--- src/rtl/lz4_out_reader.sv ---
// Consumer end of the lz4_top output FIFO: re-emits compressed words on a
// valid/ready stream and closes every block with a count word and an XOR checksum.
module lz4_out_reader #(
    parameter int         DW        = 32,
    parameter int         CNT_W     = 16,
    parameter logic [7:0] TRAIL_TAG = 8'hA5
) (
    input  logic          clk,
    input  logic          rst,
    input  logic          out_empty,
    input  logic [DW-1:0] out_data,
    input  logic          out_valid,
    output logic          out_en,
    input  logic          blk_end,
    output logic [DW-1:0] m_data,
    output logic          m_valid,
    input  logic          m_ready,
    output logic          m_last,
    output logic          busy
);

    typedef enum logic [2:0] {
        ST_IDLE  = 3'd0,
        ST_DRAIN = 3'd1,
        ST_FLUSH = 3'd2,
        ST_TRL0  = 3'd3,
        ST_TRL1  = 3'd4
    } state_t;

    localparam logic [CNT_W-1:0] CNT_MAX = {CNT_W{1'b1}};
    localparam logic [CNT_W-1:0] CNT_ONE = {{(CNT_W-1){1'b0}}, 1'b1};

    state_t           state_r;
    logic [DW-1:0]    skid0_r;
    logic [DW-1:0]    skid1_r;
    logic [1:0]       occ_r;
    logic             inflight_r;
    logic             end_seen_r;
    logic             end_pend_r;
    logic [CNT_W-1:0] cnt_r;
    logic [DW-1:0]    sum_r;
    logic             ovf_r;
    logic             perr_r;

    logic [DW-1:0]    skid0_s;
    logic [DW-1:0]    skid1_s;
    logic [1:0]       occ_s;
    logic             drop_s;
    logic             stray_s;
    logic             payload_st_s;
    logic             room_s;
    logic             out_en_s;
    logic             m_valid_s;
    logic             m_last_s;
    logic [DW-1:0]    m_data_s;
    logic             hs_s;
    logic             pop_s;

    function automatic logic [DW-1:0] sum_fold(input logic [DW-1:0] acc,
                                               input logic [DW-1:0] word);
        return acc ^ word;
    endfunction

    // Count is presented as a 16-bit field whatever CNT_W is.
    function automatic logic [DW-1:0] trailer0(input logic perr,
                                               input logic ovf,
                                               input logic [CNT_W-1:0] cnt);
        logic [31:0] w;
        w = {TRAIL_TAG, perr, 6'b000000, ovf, 16'(cnt)};
        return DW'(w);
    endfunction

    // Stream-side view: payload from the skid head, then the two trailer words.
    always_comb begin
        payload_st_s = (state_r == ST_IDLE) || (state_r == ST_DRAIN);
        m_valid_s    = 1'b0;
        m_last_s     = 1'b0;
        m_data_s     = skid0_r;
        case (state_r)
            ST_IDLE, ST_DRAIN: begin
                m_valid_s = (occ_r != 2'd0);
            end
            ST_TRL0: begin
                m_valid_s = 1'b1;
                m_data_s  = trailer0(perr_r, ovf_r, cnt_r);
            end
            ST_TRL1: begin
                m_valid_s = 1'b1;
                m_last_s  = 1'b1;
                m_data_s  = sum_r;
            end
            default: begin
                m_valid_s = 1'b0;
                m_data_s  = skid0_r;
            end
        endcase
        hs_s    = m_valid_s && m_ready;
        pop_s   = hs_s && payload_st_s;
        stray_s = out_valid && !inflight_r;
    end

    // Pop request: never more words outstanding than the skid can hold.
    always_comb begin
        room_s   = ({1'b0, occ_r} + {2'b00, inflight_r}) < 3'd2;
        out_en_s = !rst && !out_empty && room_s && payload_st_s;
    end

    // Two-entry skid FIFO, entry 0 is always the head.
    always_comb begin
        skid0_s = skid0_r;
        skid1_s = skid1_r;
        occ_s   = occ_r;
        drop_s  = 1'b0;
        case (occ_r)
            2'd0: begin
                if (out_valid) begin
                    skid0_s = out_data;
                    occ_s   = 2'd1;
                end else begin
                    occ_s = 2'd0;
                end
            end
            2'd1: begin
                if (out_valid && pop_s) begin
                    skid0_s = out_data;
                end else if (out_valid) begin
                    skid1_s = out_data;
                    occ_s   = 2'd2;
                end else if (pop_s) begin
                    occ_s = 2'd0;
                end else begin
                    occ_s = 2'd1;
                end
            end
            2'd2: begin
                if (pop_s) begin
                    skid0_s = skid1_r;
                    if (out_valid) begin
                        skid1_s = out_data;
                    end else begin
                        occ_s = 2'd1;
                    end
                end else begin
                    drop_s = out_valid;
                end
            end
            default: begin
                occ_s = 2'd0;
            end
        endcase
    end

    // Block sequencer, per-block statistics and end-of-block latching.
    always_ff @(posedge clk) begin
        if (rst) begin
            state_r    <= ST_IDLE;
            skid0_r    <= {DW{1'b0}};
            skid1_r    <= {DW{1'b0}};
            occ_r      <= 2'd0;
            inflight_r <= 1'b0;
            end_seen_r <= 1'b0;
            end_pend_r <= 1'b0;
            cnt_r      <= {CNT_W{1'b0}};
            sum_r      <= {DW{1'b0}};
            ovf_r      <= 1'b0;
            perr_r     <= 1'b0;
        end else begin
            skid0_r    <= skid0_s;
            skid1_r    <= skid1_s;
            occ_r      <= occ_s;
            inflight_r <= out_en_s;
            if (stray_s || drop_s) begin
                perr_r <= 1'b1;
            end
            if (pop_s) begin
                sum_r <= sum_fold(sum_r, skid0_r);
                if (cnt_r == CNT_MAX) begin
                    ovf_r <= 1'b1;
                end else begin
                    cnt_r <= cnt_r + CNT_ONE;
                end
            end

            case (state_r)
                ST_IDLE: begin
                    if (out_valid || (occ_r != 2'd0)) begin
                        state_r <= ST_DRAIN;
                    end else if ((end_seen_r || blk_end) && out_empty && !inflight_r) begin
                        state_r <= ST_FLUSH;
                    end
                end
                ST_DRAIN: begin
                    if (end_seen_r && out_empty && !inflight_r && !out_valid &&
                        (occ_r == 2'd0)) begin
                        state_r <= ST_TRL0;
                    end
                end
                ST_FLUSH: begin
                    // A late word still belongs to this block, so go back and emit it.
                    if (out_valid || (occ_r != 2'd0)) begin
                        state_r <= ST_DRAIN;
                    end else if (!inflight_r) begin
                        state_r <= ST_TRL0;
                    end
                end
                ST_TRL0: begin
                    if (hs_s) begin
                        state_r <= ST_TRL1;
                    end
                end
                ST_TRL1: begin
                    if (hs_s) begin
                        state_r <= ST_IDLE;
                        cnt_r   <= {CNT_W{1'b0}};
                        sum_r   <= {DW{1'b0}};
                        ovf_r   <= 1'b0;
                        perr_r  <= stray_s || drop_s;
                    end
                end
                default: begin
                    state_r <= ST_IDLE;
                end
            endcase

            // End markers seen while a trailer is out are held for the next block.
            if ((state_r == ST_TRL1) && hs_s) begin
                end_seen_r <= end_pend_r || blk_end;
                end_pend_r <= 1'b0;
            end else if ((state_r == ST_TRL0) || (state_r == ST_TRL1)) begin
                if (blk_end) begin
                    end_pend_r <= 1'b1;
                end
            end else if (blk_end) begin
                end_seen_r <= 1'b1;
            end
        end
    end

    assign out_en  = out_en_s;
    assign m_valid = m_valid_s;
    assign m_data  = m_data_s;
    assign m_last  = m_last_s;
    assign busy    = (state_r != ST_IDLE) || (occ_r != 2'd0);

endmodule

--- config.mk ---
export PLATFORM = sky130hd
export DESIGN_NAME = lz4_out_reader
export DESIGN_NICKNAME = d
export VERILOG_FILES = /design/src/rtl/lz4_out_reader.sv
export SDC_FILE = /design/constraint.sdc
export NUM_CORES = 1
export LEC_CHECK = 0
export CORE_MARGIN = 4
export CORE_UTILIZATION = 65
export CTS_BUF_LIST = sky130_fd_sc_hd__clkbuf_8
export DETAILED_ROUTE_END_ITERATION = 7
export DONT_BUFFER_PORTS = 1
export GPL_TIMING_DRIVEN = 0
export PLACE_DENSITY = 0.88
export SETUP_SLACK_MARGIN = 0.15
export SLEW_MARGIN = 20
export SYNTH_ARGS = -nofsm -noshare
export SYNTH_HDL_FRONTEND = slang
export SYNTH_SLANG_ARGS = --single-unit
--- constraint.sdc ---
create_clock -name clk -period 3.3 [get_ports clk]
set_clock_uncertainty 0.15 [all_clocks]
set_input_delay 0.66 -clock clk [delete_from_list [all_inputs] [get_ports clk]]
set_output_delay 0.66 -clock clk [all_outputs]
set_load 0.05 [all_outputs]
==> results.ini, run 1 <==
[route]
dr_total_vias = 5863
routed_wirelength_um = 17300
avgViaCountPerCell = 6.79
drt-initial-drc-count = 629
drt_drc_violations_left = 0
dr.pass1.iters = 7
wire_length_per_cell_um = 20.0
drtAntennaViolNets = 0

[cts]
clk_transition_reported_paths_ns = 0.08
cts.root.buffer_cell = sky130_fd_sc_hd__clkbuf_8
tritoncts_clock_tree = yes
hold_buffers = 0
clock_sink_count = 122
ctsLongestPathBuffers = 2
cts-htree-levels = 4
cts-buffers-inserted = 17
worstSkewPairLatency_ns = 0.45

[sta]
fmaxAchievable_ghz = 0.320
finalHoldViolCount = 0
period_share_pct = 94.8
drv_slew = 0
fin_tns_setup_ns = 0
maxSlewHeadroom_pct = 40.9
report.final.setup_viol = 0
fin_worst_hold_slack_ns = 0.187
min_period_ns = 3.13
rsz0062_at_grt = true
worst_slew_pin_slew_ns = 0.874

[yosys]
count_of_state_elements_after_synthesis = 122
yosys_warnings = 0
post_synth_inst_count = 726
post_synth_instance_area_sq_mm = 0.00576
synth_top_cell_area_share_pct = 42.4
postSynth.topFlopCell = sky130_fd_sc_hd__dfxtp_1
synth.distinct_cells = 55
synth_seq_area_share_pct = 42.4
number_of_enable_type_register_cells_in_the_synthesized_netlist = 0
async_flop_share_pct = 0
synth.net_count = 765
syn_avg_cell_area_sq_um = 7.93
synth_top_cell_by_area = sky130_fd_sc_hd__dfxtp_1
synth_top_cells_by_area = sky130_fd_sc_hd__dfxtp_1 42%, sky130_fd_sc_hd__nand2_1 7.6%, sky130_fd_sc_hd__nand3_1 6.0%

[placement]
dp.cells = 834
gp_routability_congestion = 0.945
dp.final_hpwl_um = 11600
port-buffer-count = 0

[critical_path]
critical_path_arrival_ns = 2.32
crit_path_start_kind = flop
cp_data_required_time_ns = 2.49
timing_worst_setup_path_type = flop to output pin
worstPathMaxFanout = 10
ff2ff_setup_slack_ns = 0.60
cp-end-kind = output pin

[global_route]
groute.layer.met3.usage_pct = 10.4
met1_usage_pct = 41.9
grt_overflow_total = 0
number_of_antenna_violations_at_the_first_check_in_global_routing = 0
gr-max-usage-layer = met2
grt_util_met2_pct = 53.3
globalRouteTotalUtil_pct = 33.2
grt_first_pass_wirelength_um = 27200
first_global_vias = 5465
grt_start_max_net_pins = 17

[die]
die_area_sq_mm = 0.0104
rows = 34
boundary_pins = 74
start_util_pct = 66.3
die_width_um = 102
core_sq_mm = 0.00868
chipHeight_um = 102

[power]
peakVddDrop_mv = 0.385
total_power_w = 0.00381
powerDensity_mw_per_mm2 = 585
power_leakage_nw = 2.35

[worst_hold_path]
hp-class = input port to flop

[cells_and_area]
antennaDiodeCount = 0
multi_input_area_sq_mm = 0.00319
final_non_filler_cell_total = 864
final.fill_count = 582
layout-drive-gt1-share_pct = 13.1
layout-area-overhead-vs-synth_pct = 13.1
num-nets-final = 783
regArea_sq_mm = 0.00244

[run_status]
outcome = finished clean

[job]
maxCapViolCount = 0

-- metrics by stage --
step | worst slack (ns) | cell area [sq um] | util (%)
final | 0.170 | 6510 | 75.0
after global routing | 0.0942 | 6510 | 75.0
after CTS | 0.131 | 6440 | 74.2
after detailed placement | -0.202 | 5920 | 68.2
after floorplan | 0.325 | 5770 | -
after global placement | -0.159 | 5900 | 68.0
-- path summary, 6_finish.rpt --
kind,startpoint,depth (start not counted),end
max,occ_r[0]$_SDFFE_PP0P_,5,m_valid
min,out_empty,1,inflight_r$_SDFF_PP0_
max reg2reg,state_r[1]$_SDFFE_PP0P_,6,skid1_r[6]$_SDFFE_PP0P_
min reg2reg,skid1_r[13]$_SDFFE_PP0P_,2,skid1_r[13]$_SDFFE_PP0P_
-- sequential cells by signal, indices dropped and copies added (netlist names) --
| register | count |
|---|---|
| perr_r | 1 |
| inflight_r | 1 |
| cnt_r | 16 |
| sum_r | 32 |
| skid1_r | 32 |
| end_seen_r | 1 |
| ovf_r | 1 |
| state_r | 3 |
| end_pend_r | 1 |
| occ_r | 2 |
| skid0_r | 32 |
-- layout make-up --
| cell class | count | share of cell area, % |
|---|---|---|
| Inverter | 8 | 0.461 |
| Clock buffer | 17 | 3.59 |
| Tap cell | 108 | 2.08 |
| Clock inverter | 14 | 2.65 |
| Timing Repair Buffer | 1 | 0.115 |
| Multi-Input combinational cell | 529 | 48.9 |
| Sequential cell | 122 | 37.5 |
| Buffer | 65 | 4.63 |
-- routing by layer --
layer / part of all wire [%] / up-vias / wire length (um)
met1: 38 / 2738 / 6590
met4: 3.5 / 0 / 605
met3: 11 / 73 / 1920
met2: 47 / 400 / 8170
met5: 0 / - / 0
li1: - / 2652 / -
-- cells in the final DEF (no fill, tap or decap), types with 4 or more instances in the layout --
cell	count
sky130_fd_sc_hd__a211oi_1	5
sky130_fd_sc_hd__a21oi_1	48
sky130_fd_sc_hd__a22o_4	9
sky130_fd_sc_hd__a22oi_1	18
sky130_fd_sc_hd__a311oi_1	33
sky130_fd_sc_hd__buf_2	5
sky130_fd_sc_hd__clkbuf_1	44
sky130_fd_sc_hd__clkbuf_2	6
sky130_fd_sc_hd__clkbuf_8	18
sky130_fd_sc_hd__clkinv_4	4
sky130_fd_sc_hd__dfxtp_1	122
sky130_fd_sc_hd__inv_1	7
sky130_fd_sc_hd__mux2i_1	4
sky130_fd_sc_hd__nand2_1	99
sky130_fd_sc_hd__nand2_2	16
sky130_fd_sc_hd__nand3_1	69
sky130_fd_sc_hd__nand4_1	4
sky130_fd_sc_hd__nor2_1	40
sky130_fd_sc_hd__nor3_1	43
sky130_fd_sc_hd__nor4_1	6
sky130_fd_sc_hd__o21ai_0	37
sky130_fd_sc_hd__o22a_1	4
sky130_fd_sc_hd__o31ai_1	4
sky130_fd_sc_hd__or3_1	6
sky130_fd_sc_hd__xor2_1	32
-- cells in the mapped netlist, drive strengths merged, types with 6 or more instances --
cell and n:
dfxtp 122, nor3 43, inv 8, nand3 69
nor4 6, nor2 41, or3 7, nand2 117
a311oi 33, a21oi 48, a22o 10, o21ai 37
clkbuf 56, a22oi 18, buf 11, xor2 32
-- power by group --
group / switching, W / leakage (nW) / internal (W) / total (W)
Combinational: 0.000558 / 1.15 / 0.000200 / 0.000758
Sequential: 0.0000883 / 0.995 / 0.00156 / 0.00165
Clock: 0.000652 / 0.202 / 0.000746 / 0.00140
Total: 0.00130 / 2.35 / 0.00251 / 0.00381
-- repair_timing --
| action | in CTS | in global routing |
|---|---|---|
| resized for setup | 48 | 14 |
| pin swaps | 4 | 3 |
| setup endpoints to repair | 34 | 30 |
| buffers inserted | 1 | 0 |
-- worst max-delay path, stage by stage, from the launching register on --
cell                       delay [ns]
sky130_fd_sc_hd__dfxtp_1         0.43
sky130_fd_sc_hd__clkbuf_2        0.31
sky130_fd_sc_hd__or2_4           0.24
sky130_fd_sc_hd__buf_2           0.25
sky130_fd_sc_hd__nor2_1          0.10
sky130_fd_sc_hd__o31ai_4         0.53
-- kinds of logic (layout without fill, tap and decap cells) --
| family | Yosys count | count (layout) | synth area share, % |
|---|---|---|---|
| simple gates | 315 | 315 | 25.8 |
| compound gates | 177 | 177 | 20.6 |
| flops | 122 | 122 | 42.4 |
| buf+inv | 75 | 105 | 5.37 |
| xor+xnor | 32 | 32 | 4.87 |
| mux | 4 | 4 | 0.696 |
| fa+ha+maj | 1 | 1 | 0.217 |
Power figures use the tool's default switching activity.
==> inputs of run 2 (changes only) <==
==> constraint.sdc (replaced) <==
create_clock -name clk -period 3.6 [get_ports clk]
set_clock_uncertainty 0.15 [all_clocks]
set_input_delay 0.72 -clock clk [delete_from_list [all_inputs] [get_ports clk]]
set_output_delay 0.72 -clock clk [all_outputs]
set_load 0.05 [all_outputs]
==> results.ini, run 2 (synthesis results as in run 1) <==
[run_status]
outcome = finished clean

[power]
intPower_w = 0.00236  ; -6.0%
comb_power_share_pct = 19.0  ; -0.9 points
netSwitchingPower_w = 0.00113  ; -13%
power_leakage_nw = 2.30  ; -2.0%
powerDensity_mw_per_mm2 = 541  ; -7.4%
switching_share_pct = 32.3  ; -1.8 points
share_seq_of_total_power_pct = 43.3  ; about the same
peakVddDrop_mv = 0.503  ; +31%
total_power_w = 0.00349  ; -8.4%
clkPwrFrac_pct = 37.7  ; +1.0 points

[cells_and_area]
final_non_filler_cell_total = 864  ; unchanged
layout_top_registers = skid0_r x32, skid1_r x32, sum_r x32
antennaDiodeCount = 0  ; unchanged
layout-area-overhead-vs-synth_pct = 11.8
final_cell_mix = 122 x sky130_fd_sc_hd__dfxtp_1, 99 x sky130_fd_sc_hd__nand2_1, 69 x sky130_fd_sc_hd__nand3_1, 48 x sky130_fd_sc_hd__a21oi_1, 45 x sky130_fd_sc_hd__clkbuf_1
num-nets-final = 782  ; -0.13%
layout-drive-gt1-share_pct = 12.7  ; -0.40 points
layout.cells.most_common = sky130_fd_sc_hd__dfxtp_1

[cts]
cts-htree-levels = 4  ; unchanged
cts.root.buffer_cell = sky130_fd_sc_hd__clkbuf_8
tritoncts_clock_tree = yes
cts-buffers-inserted = 17  ; unchanged
clk_transition_reported_paths_ns = 0.07  ; about the same
ctsLongestPathBuffers = 2  ; unchanged
cts_setup_buffers = 0  ; -1
clock_sink_count = 122  ; unchanged
worstSkewPairLatency_ns = 0.44  ; about the same

[die]
boundary_pins = 74  ; unchanged
start_util_pct = 66.3  ; unchanged
die_area_sq_mm = 0.0104  ; unchanged
rows = 34  ; unchanged
core_sq_mm = 0.00868  ; unchanged
die_width_um = 102  ; unchanged
chipHeight_um = 102  ; unchanged

[sta]
min_period_ns = 3.29
report.final.setup_viol = 0  ; unchanged
rsz0062_at_grt = false
finalHoldViolCount = 0  ; unchanged
drv_slew = 0  ; unchanged
fin_tns_setup_ns = 0  ; unchanged
period_share_pct = 91.5
maxSlewHeadroom_pct = 33.2  ; -7.7 points
fmaxAchievable_ghz = 0.304
worst_slew_pin_slew_ns = 0.988  ; +0.114 ns
fin_worst_hold_slack_ns = 0.216  ; +0.0286 ns
finalWorstSetupSlack_ns = 0.308  ; +0.137 ns

[global_route]
grt_overflow_total = 0  ; unchanged
first_global_vias = 5523  ; +1.1%
globalRouteTotalUtil_pct = 32.4  ; -0.84 points
grt_first_pass_wirelength_um = 26900  ; -0.89%
grt_start_max_net_pins = 17  ; unchanged
number_of_antenna_violations_at_the_first_check_in_global_routing = 0  ; unchanged

[placement]
port-buffer-count = 0  ; unchanged
dp.cells = 834  ; unchanged
placement.setup.worst_slack_ns = -0.176  ; +0.0251 ns
dp.final_hpwl_um = 11800  ; +1.6%
gp_routability_congestion = 0.954  ; +0.91%

[route]
wire_length_per_cell_um = 19.2  ; -4.1%
drt_drc_violations_left = 0  ; unchanged
dr.pass1.iters = 6  ; -1
drtAntennaViolNets = 0  ; unchanged
avgViaCountPerCell = 6.68  ; -1.6%
dr_total_vias = 5771  ; -1.6%
drt-initial-drc-count = 557  ; -11%
routed_wirelength_um = 16600  ; -4.1%

[critical_path]
timing.critical_path.cells = clkbuf_2 > or3b_2 > inv_2 > nor2_4 > clkbuf_2 > a22o_2
critical_path_buf_inv_count = 3  ; +1
cp_data_required_time_ns = 2.73  ; +0.24 ns
timing_worst_setup_path_type = flop to output pin
critical_path_arrival_ns = 2.42  ; +0.10 ns
critPathSlowestCell = sky130_fd_sc_hd__or3b_2
crit_path_start_kind = flop
cp-end-kind = output pin
timing.critical_path.mode_cell = sky130_fd_sc_hd__clkbuf_2
cpPeakStageDelay_ns = 0.58  ; +0.05 ns
critical_path_s_top_delay_family = simple AND/OR/NAND/NOR gates
worstPathMaxFanout = 10  ; unchanged

[worst_hold_path]
hp-class = input port to flop

[job]
maxCapViolCount = 0  ; unchanged

-- run 2: per-layer routing --
metal	vias to the layer above	GRT usage (%)	wire length (um)
met5	-	0	0
met2	341	52.6	8000
li1	2649	-	-
met1	2719	41.6	6250
met4	0	10.8	448
met3	62	9.42	1880
-- run 2: path summary, 6_finish.rpt --
kind / from / to / slack [ns] / cells after the start
setup reg to reg: state_r[1]$_SDFFE_PP0P_ / skid1_r[31]$_SDFFE_PP0P_ / 0.91 / 6
setup / recovery: state_r[2]$_SDFFE_PP0P_ / m_data[20] / 0.31 / 6
hold / removal: out_empty / inflight_r$_SDFF_PP0_ / 0.22 / 1
hold reg to reg: skid1_r[0]$_SDFFE_PP0P_ / skid1_r[0]$_SDFFE_PP0P_ / 0.32 / 2
-- run 2: area by class of cell --
| cell class | instances | area, sq um |
|---|---|---|
| plain buffers | 65 | 295 |
| clock buffers | 21 | 289 |
| clock inverters | 11 | 144 |
| fillers | 619 | 2240 |
| inverters | 8 | 30.0 |
| multi-input cells | 529 | 3100 |
| flip-flops and latches | 122 | 2440 |
| well taps | 108 | 135 |
-- run 2: repair_timing --
action | CTS | global route
hold buffers | 0 | 0
setup endpoints to repair | 30 | 29
gates resized for setup | 42 | 5
pin swaps | 1 | 2
-- run 2: stage by stage --
stage                     cell area (sq um)  util, %
after floorplan                        5760        -
after detailed placement               5920     68.2
after global routing                   6440     74.2
after CTS                              6440     74.2
final                                  6440     74.2
after global placement                 5900     68.0
-- run 2: power groups by stage --
stage / registers [W] / clock network (W) / logic, W
6_report: 0.00151 / 0.00131 / 0.000661
5_1_grt: 0.00152 / 0.00139 / 0.000702
2_1_floorplan: 0.00151 / 0 / 0.000525
3_3_place_gp: 0.00153 / 0 / 0.000608
3_5_place_dp: 0.00153 / 0 / 0.000628
4_1_cts: 0.00150 / 0.00131 / 0.000653
==> inputs of run 3 (changes only) <==
--- a/config.mk
+++ b/config.mk
@@ -13,7 +13,7 @@
 export GPL_TIMING_DRIVEN = 0
 export PLACE_DENSITY = 0.88
 export SETUP_SLACK_MARGIN = 0.15
-export SLEW_MARGIN = 20
+export SLEW_MARGIN = 10
 export SYNTH_ARGS = -nofsm -noshare
 export SYNTH_HDL_FRONTEND = slang
 export SYNTH_SLANG_ARGS = --single-unit
==> results of run 3 <==
Same layout as run 2: the final DEF is identical, and so are final timing and power.
